### src/rtl/fsk_modulator.sv
// FSK transmitter: frames bytes as start/8 data (LSB first)/stop and renders each bit as a mark or space tone.
// Define FSK_PARITY_EN to insert an even-parity bit between the data bits and the stop bit.
module fsk_modulator #(
  parameter int BIT_CYCLES = 64,
  parameter int MARK_HALF  = 1,
  parameter int SPACE_HALF = 4
) (
  input  logic       sysclk,
  input  logic       reset,
  input  logic [7:0] data_in,
  input  logic       valid_in,
  output logic       ready_out,
  output logic       signal_out,
  output logic       busy
);

  localparam int MAX_HALF = (MARK_HALF > SPACE_HALF) ? MARK_HALF : SPACE_HALF;
  localparam int HCW      = $clog2(MAX_HALF) + 1;
  localparam int BCW      = $clog2(BIT_CYCLES);
  localparam logic [HCW-1:0] MARK_LAST  = HCW'(MARK_HALF - 1);
  localparam logic [HCW-1:0] SPACE_LAST = HCW'(SPACE_HALF - 1);
  localparam logic [BCW-1:0] BIT_LAST   = BCW'(BIT_CYCLES - 1);

`ifdef FSK_PARITY_EN
  typedef enum logic [2:0] {IDLE, START, DATA, PARITY, STOP} state_t;
`else
  typedef enum logic [1:0] {IDLE, START, DATA, STOP} state_t;
`endif

  state_t         state_q, state_d;
  logic [BCW-1:0] bit_cnt_q, bit_cnt_d;
  logic [HCW-1:0] half_cnt_q, half_cnt_d;
  logic [2:0]     bit_idx_q, bit_idx_d;
  logic [7:0]     shift_q, shift_d;
  logic           signal_q, signal_d;
  logic           ready_q, ready_d;
  logic           busy_q, busy_d;
`ifdef FSK_PARITY_EN
  logic           parity_q, parity_d;
`endif

  logic           bit_end;
  logic           accept;
  logic           tone_mark;
  logic [HCW-1:0] half_last;
  logic           toggle;

  assign bit_end   = (bit_cnt_q == BIT_LAST);
  assign accept    = (state_q == IDLE) && valid_in;
  assign half_last = tone_mark ? MARK_LAST : SPACE_LAST;
  assign toggle    = (half_cnt_q == half_last);

  always_ff @(posedge sysclk) begin
    if (reset) state_q <= IDLE;
    else       state_q <= state_d;
  end

  always_comb begin
    state_d = state_q;
    case (state_q)
      IDLE:   if (valid_in) state_d = START;
      START:  if (bit_end) state_d = DATA;
`ifdef FSK_PARITY_EN
      DATA:   if (bit_end && bit_idx_q == 3'd7) state_d = PARITY;
      PARITY: if (bit_end) state_d = STOP;
`else
      DATA:   if (bit_end && bit_idx_q == 3'd7) state_d = STOP;
`endif
      STOP:   if (bit_end) state_d = IDLE;
      default: state_d = IDLE;
    endcase
  end

  always_comb begin
    tone_mark = 1'b0;
    case (state_q)
      DATA:   tone_mark = shift_q[0];
`ifdef FSK_PARITY_EN
      PARITY: tone_mark = parity_q;
`endif
      STOP:   tone_mark = 1'b1;
      default: tone_mark = 1'b0;
    endcase
  end

  // Counters and shift register; the shift register only moves at data-bit boundaries.
  always_comb begin
    bit_cnt_d  = '0;
    half_cnt_d = '0;
    bit_idx_d  = bit_idx_q;
    shift_d    = shift_q;
`ifdef FSK_PARITY_EN
    parity_d   = parity_q;
`endif
    if (state_q == IDLE) begin
      bit_idx_d = 3'd0;
      if (accept) begin
        shift_d = data_in;
`ifdef FSK_PARITY_EN
        parity_d = ^data_in;
`endif
      end
    end else begin
      bit_cnt_d  = bit_end ? '0 : bit_cnt_q + BCW'(1);
      half_cnt_d = (toggle || bit_end) ? '0 : half_cnt_q + HCW'(1);
      if (state_q == DATA && bit_end) begin
        bit_idx_d = bit_idx_q + 3'd1;
        shift_d   = {1'b0, shift_q[7:1]};
      end
    end
  end

  // Outputs are registered from the next state; accept forces the first start-bit low.
  always_comb begin
    ready_d = (state_d == IDLE);
    busy_d  = (state_d != IDLE);
    if (state_d == IDLE)      signal_d = 1'b1;
    else if (state_q == IDLE) signal_d = 1'b0;
    else                      signal_d = signal_q ^ toggle;
  end

  always_ff @(posedge sysclk) begin
    if (reset) begin
      bit_cnt_q  <= '0;
      half_cnt_q <= '0;
      bit_idx_q  <= 3'd0;
      shift_q    <= 8'h00;
      signal_q   <= 1'b1;
      ready_q    <= 1'b1;
      busy_q     <= 1'b0;
`ifdef FSK_PARITY_EN
      parity_q   <= 1'b0;
`endif
    end else begin
      bit_cnt_q  <= bit_cnt_d;
      half_cnt_q <= half_cnt_d;
      bit_idx_q  <= bit_idx_d;
      shift_q    <= shift_d;
      signal_q   <= signal_d;
      ready_q    <= ready_d;
      busy_q     <= busy_d;
`ifdef FSK_PARITY_EN
      parity_q   <= parity_d;
`endif
    end
  end

  assign ready_out  = ready_q;
  assign busy       = busy_q;
  assign signal_out = signal_q;

endmodule

### config.mk
export PLATFORM = sky130hd
export DESIGN_NAME = fsk_modulator
export DESIGN_NICKNAME = d
export VERILOG_FILES = /design/src/rtl/fsk_modulator.sv
export SDC_FILE = /design/constraint.sdc
export NUM_CORES = 1
export LEC_CHECK = 0
export BUFFER_PORTS_ARGS = -buffer_cell sky130_fd_sc_hd__buf_4
export CAP_MARGIN = 20
export CORE_ASPECT_RATIO = 0.75
export CORE_MARGIN = 2
export CORE_UTILIZATION = 59
export DETAILED_ROUTE_END_ITERATION = 7
export PLACE_DENSITY = 0.82
export RECOVER_POWER = 100
export SETUP_SLACK_MARGIN = 0.2
export SYNTH_ARGS = -nofsm -noshare
export SYNTH_HDL_FRONTEND = slang
export SYNTH_SLANG_ARGS = --single-unit
### constraint.sdc
create_clock -name sysclk -period 3.7 [get_ports sysclk]
set_input_delay 0.74 -clock sysclk [delete_from_list [all_inputs] [get_ports sysclk]]
set_output_delay 0.74 -clock sysclk [all_outputs]
set_load 0.1 [all_outputs]
==> metrics.txt, run 1 <==
DRT iter0 DRCs 17; Avg Cell Area, Syn 9.25 um2; Post-CTS Resized 0; routed wire length 2.11 mm; final HPWL from detailed placement 1.52 mm; leading area contributor after synthesis dfxtp_1; Primary FF master, synth dfxtp_1; synthesized instance count 120; vias per inst 5.77; Cell Pwr Density 396 mW/mm2; top-count cell post-synth dfxtp_1; Post-synth EDFFs 0; Warnings, synthesis 0; Worst Path Class, Setup reg2reg; global-route wire length before repair 3.44 mm; FF-to-FF End shift_q[1]$_SDFFE_PP0P_; Worst-Margin Slew 1290 ps; clk_skew 8.54 ps; Seq cells post-synth 25; total die area 0.00225 mm2; CTS tree yes; path depth of the worst reg2reg path 5; Post-CTS Setup Inserts 0; share of layout cells above drive strength 1 12.1%; Worst R2R Start bit_cnt_q[0]$_SDFF_PP0_; I/O pin cnt 14; status complete, no violations; setup_tns 0 ps; Leak 0.462 nW; Tcrit/Tclk final 67.4%; Final setup viols 0; hold path endpoint bit_cnt_q[0]$_SDFF_PP0_; Max Root-Sink Buffers 2; largest net degree at the start of global routing 18; gr ovfl total 0; top-area cell type share of the netlist area 45.1%; first-pass iteration count of the detailed router 4; Req. time, crit path 3930 ps; IO buf count 13; RSZ-0062 raised after global routing false; TritonCTS Sinks 25; type of the worst min-delay path reg2reg; vias in the first global route 767; via count 889; Worst EP arrival 2720 ps; Post-CTS Hold Fix Bufs 0; core area 0.00176 mm2; row count 13; fin crit period 2490 ps; Crit path largest cell delay 1150 ps; Worst slew margin 13.3%; sequential area share after synthesis 45.1%; peak supply drop 0.247 mV; GRT Resource Usage Total 20.8%; Critical Path Source Type flop; Die Y 41.6 um; CP max stage cell o41ai_2; final core utilization 68.4%; main area contributors after synthesis dfxtp_1, nor2_1, a311oi_1; fillers 149; HP Start bit_cnt_q[0]$_SDFF_PP0_; RD Place Congestion 0.820; Antenna Cells 0; post-route ant nets 0; Max Cap Viol 0; Starting Density 63.2%; critical path endpoint category flop; fmax 401 MHz; Clk Latency, worst-skew pair 330 ps; library cells used by synthesis 33; Root Driver clkbuf_4; mapped cell area 0.00111 mm2; Layout area overhead 8.34%; DR WL/cell 13.7 um; CTS clk-pin slew, worst paths 130 ps; critical path fanouts, max 15; cts bufs inserted 3; Post-synth top cells dfxtp_1, nor2_1, nand2_1, o21ai_0, a311oi_1; Placed Area 0.00121 mm2; CTS H-tree lvls 1; final slew viol count 0; initial antenna violation count 0; syn_nets 135; Nets 148; # DRC 0; Async S/R FF share, synth 0%; Hold Vio Cnt, Final 0; final instance area 0.00120 mm2; flop2flop setup slack 1210 ps; CP Cell Sequence ha_1, nand3_1, o41ai_2, nor2_1, a311oi_1; hold depth 1; Die Wd 54.1 um
worst max-delay path by stage:
stage / startpoint / to / slack, ps / cells after the start
6_report: bit_cnt_q[0]$_SDFF_PP0_ / shift_q[1]$_SDFFE_PP0P_ / 1210 / 5
5_1_grt: bit_cnt_q[0]$_SDFF_PP0_ / shift_q[0]$_SDFFE_PP0P_ / 1020 / 5
4_1_cts: state_q[1]$_SDFF_PP0_ / shift_q[1]$_SDFFE_PP0P_ / 1600 / 4
3_5_place_dp: state_q[1]$_SDFF_PP0_ / shift_q[1]$_SDFFE_PP0P_ / 1620 / 4
3_3_place_gp: valid_in / shift_q[1]$_SDFFE_PP0P_ / 1820 / 5
2_1_floorplan: valid_in / shift_q[7]$_SDFFE_PP0P_ / 1840 / 5
cell type report:
type | instances | area [um2] | share of cell area [%]
clock buffer | 4 | 26.3 | 2.19
timing repair buffer | 13 | 86.3 | 7.18
inverter | 2 | 7.51 | 0.624
tap | 22 | 27.5 | 2.29
multi-input combinational | 88 | 554 | 46.1
sequential | 25 | 500 | 41.6
worst max-delay path: cells and delay by family (launching register included):
family / cells / cell delay (ps)
AO/OA/AOI/OAI: 2 / 1470
adder cells (fa/ha/maj): 1 / 200
flip-flops: 1 / 390
AND/OR/NAND/NOR: 2 / 330
per-layer routing:
metal	global-route usage (%)	up-vias	share of wire, %
met4	4.50	0	0.47
met2	30.7	12	45
met5	0	-	0
li1	-	449	-
met1	28.3	426	51
met3	8.63	2	3.7
sequential cells by signal, summed over array words and instances (netlist names):
name        flops
bit_idx_q       3
signal_out      1
busy            1
shift_q         8
half_cnt_q      3
bit_cnt_q       6
state_q         2
ready_out       1
stage by stage:
step / cells / power, mW / setup WS, ps / hold slack [ps]
2_1_floorplan: 120 / 0.343 / 1840 / 418
3_3_place_gp: 150 / 0.360 / 1820 / 425
3_5_place_dp: 150 / 0.362 / 1620 / 442
4_1_cts: 154 / 0.484 / 1600 / 465
5_1_grt: 154 / 0.496 / 1020 / 498
6_report: 154 / 0.476 / 1210 / 471
layout by cell type, fill, tap and decap left out:
| cell | instances |
|---|---|
| dfxtp_1 | 25 |
| nor2_1 | 24 |
| buf_4 | 10 |
| nand2_1 | 9 |
| o21ai_0 | 9 |
| a311oi_1 | 7 |
| xnor2_1 | 6 |
| nand3_1 | 4 |
| mux2i_1 | 4 |
| ha_1 | 4 |
| clkbuf_1 | 4 |
| or2_0 | 3 |
| clkbuf_4 | 3 |
| nor3_1 | 2 |
| xor2_1 | 2 |
| and2_1 | 1 |
| inv_2 | 1 |
| or3b_2 | 1 |
| o41ai_2 | 1 |
| and3b_1 | 1 |
| o21bai_1 | 1 |
| mux2_1 | 1 |
| a221o_1 | 1 |
| a31oi_1 | 1 |
| inv_1 | 1 |
| and2_0 | 1 |
| a21oi_1 | 1 |
| a211oi_1 | 1 |
| and3_1 | 1 |
| or3b_1 | 1 |
| nor4_1 | 1 |
power breakdown:
group          switching, mW  leakage, nW  internal, mW
Combinational         0.0400        0.242        0.0222
Sequential           0.00943        0.205         0.281
Clock                 0.0813       0.0150        0.0423
Total                  0.131        0.462         0.346
cell families (layout without fill, tap and decap cells):
family	after synthesis	in the layout	synth area share (%)
AO/OA/AOI/OAI	22	22	15.3
XOR/XNOR	8	8	6.31
adder cells (fa/ha/maj)	4	4	4.51
buffers and inverters	7	19	2.70
flip-flops	25	25	45.1
multiplexers	5	5	4.62
AND/OR/NAND/NOR	49	49	21.4
No activity file was read; power rests on OpenSTA's default activity.
==> run 2: changes to the inputs <==
Settings changed: CORE_UTILIZATION 59 to 50, PLACE_DENSITY 0.82 to 0.74.
Clock period 3.7 ns to 2 ns, I/O delays scaled along.
==> run 2 against run 1 <==
  * Non-clock buffer count grew 4
  * Total power grew 84%
  * Flip-flop and latch count is the same
  * Combinational power grew 98%
  * Global-route usage shrank 3.1 points
  * Critical endpoint unchanged
  * Largest power group unchanged
==> metrics.txt, run 2 (synthesis gave the netlist of run 1 again) <==
Final setup viols 0; DRT iter0 DRCs 11; row count 14; Worst slew margin 63.9%; gr ovfl total 0; Starting Density 54.2%; CTS clk-pin slew, worst paths 130 ps; Sw Pwr 236 uW; cts bufs inserted 3; Critical Path Source Type flop; Placed Area 0.00125 mm2; largest net degree at the start of global routing 17; routed wire length 1.99 mm; # DRC 0; most frequent cells in the layout nor2_1, dfxtp_1, buf_4; GRT Resource Usage Total 17.7%; clock power share 24.9%; vias in the first global route 851; Die Y 44.8 um; Worst-Margin Slew 544 ps; CP max stage cell o41ai_1; Root Driver clkbuf_4; DR WL/cell 12.5 um; total die area 0.00262 mm2; peak supply drop 0.551 mV; Crit path largest cell delay 390 ps; global-route wire length before repair 3.48 mm; critical path's top delay family compound AO/OA/AOI/OAI gates; Max Cap Viol 0; post-route ant nets 0; initial antenna violation count 0; via count 871; Fin Hold WS 329 ps; CTS H-tree lvls 1; CP Cell Sequence ha_1, nand3_4, o41ai_1, buf_6, nor2_1, a311oi_1; CTS tree yes; Die Wd 58.4 um; Worst Path Class, Setup reg2reg; clk_skew 4.20 ps; Tcrit/Tclk final 89.1%; setup_tns 0 ps; final slew viol count 0; Flop pwr share 61.2%; RSZ-0062 raised after global routing false; final HPWL from detailed placement 1.50 mm; I/O pin cnt 14; Sw Share 26.8%; type of the worst min-delay path in2reg; fin crit period 1780 ps; fillers 185; critical path buffer and inverter count 1; fmax 561 MHz; Place WS 238 ps; Nets 152; critical path endpoint category flop; Power, Total 879 uW; Req. time, crit path 2220 ps; critical path fanouts, max 15; Cell Pwr Density 698 mW/mm2; logic gate share of total power 13.9%; core area 0.00205 mm2; Antenna Cells 0; Layout area overhead 13.4%; final instance area 0.00126 mm2; RD Place Congestion 0.695; commonest non-fill, non-tap cell in the layout nor2_1; Post-CTS Hold Fix Bufs 0; Leak 0.491 nW; Worst EP arrival 2000 ps; Top reg by flops shift_q; status complete, no violations; share of layout cells above drive strength 1 20.6%; vias per inst 5.44; Top Registers shift_q x8, bit_cnt_q x6; Largest register FFs 8; Max Root-Sink Buffers 2; Power Internal 643 uW; TritonCTS Sinks 25; Clk Latency, worst-skew pair 310 ps; IO buf count 13; Setup WS post-layout 219 ps; Hold Vio Cnt, Final 0; first-pass iteration count of the detailed router 4
==> run 2: metal layers <==
metal,GRT usage [%],routed length (um),up-vias
met1,20.9,952,389
met4,6.51,39,0
li1,-,-,451
met2,31.2,904,24
met3,4.58,98,7
met5,0,0,-
==> run 2: layout make-up <==
| cell class | instances | area (um2) | share of cell area, % |
|---|---|---|---|
| clock buffer | 3 | 22.5 | 1.79 |
| clock inverter | 1 | 5.00 | 0.398 |
| inverter | 2 | 7.51 | 0.596 |
| multi-input combinational | 88 | 566 | 44.9 |
| sequential | 25 | 504 | 40.1 |
| tap | 24 | 30.0 | 2.39 |
| timing repair buffer | 17 | 124 | 9.84 |
==> run 2: power groups by stage <==
stage | registers, mW | logic [mW] | clock network [mW]
6_report | 0.538 | 0.123 | 0.218
5_1_grt | 0.542 | 0.134 | 0.246
4_1_cts | 0.537 | 0.128 | 0.229
3_5_place_dp | 0.548 | 0.128 | 0
3_3_place_gp | 0.547 | 0.125 | 0
2_1_floorplan | 0.577 | 0.0587 | 0
==> run 2: path summary, 6_finish.rpt <==
path / from / endpoint / slack [ps] / cells past startpoint
max: bit_cnt_q[0]$_SDFF_PP0_ / shift_q[1]$_SDFFE_PP0P_ / 220 / 6
min: reset / state_q[1]$_SDFF_PP0_ / 330 / 2
max reg2reg: bit_cnt_q[0]$_SDFF_PP0_ / shift_q[1]$_SDFFE_PP0P_ / 220 / 6
min reg2reg: bit_cnt_q[0]$_SDFF_PP0_ / bit_cnt_q[0]$_SDFF_PP0_ / 470 / 1
==> run 2: worst register-to-register path: stages (launching register included) <==
cell	delay, ps
dfxtp_1	380
ha_1	240
nand3_4	140
o41ai_1	400
buf_6	220
nor2_1	60
a311oi_1	250
==> run 2: stage by stage <==
stage | utilization (%) | cells
final | 61.4 | 160
after global routing | 61.4 | 160
after CTS | 62.1 | 160
after detailed placement | 60.8 | 156
after global placement | 60.8 | 156
after floorplan | - | 120
==> run 2: timing repair <==
action / 4_1_cts / 5_1_grt
gates resized for setup: 0 / 4
endpoints found under the setup margin: 0 / 13
buffers inserted: 0 / 0
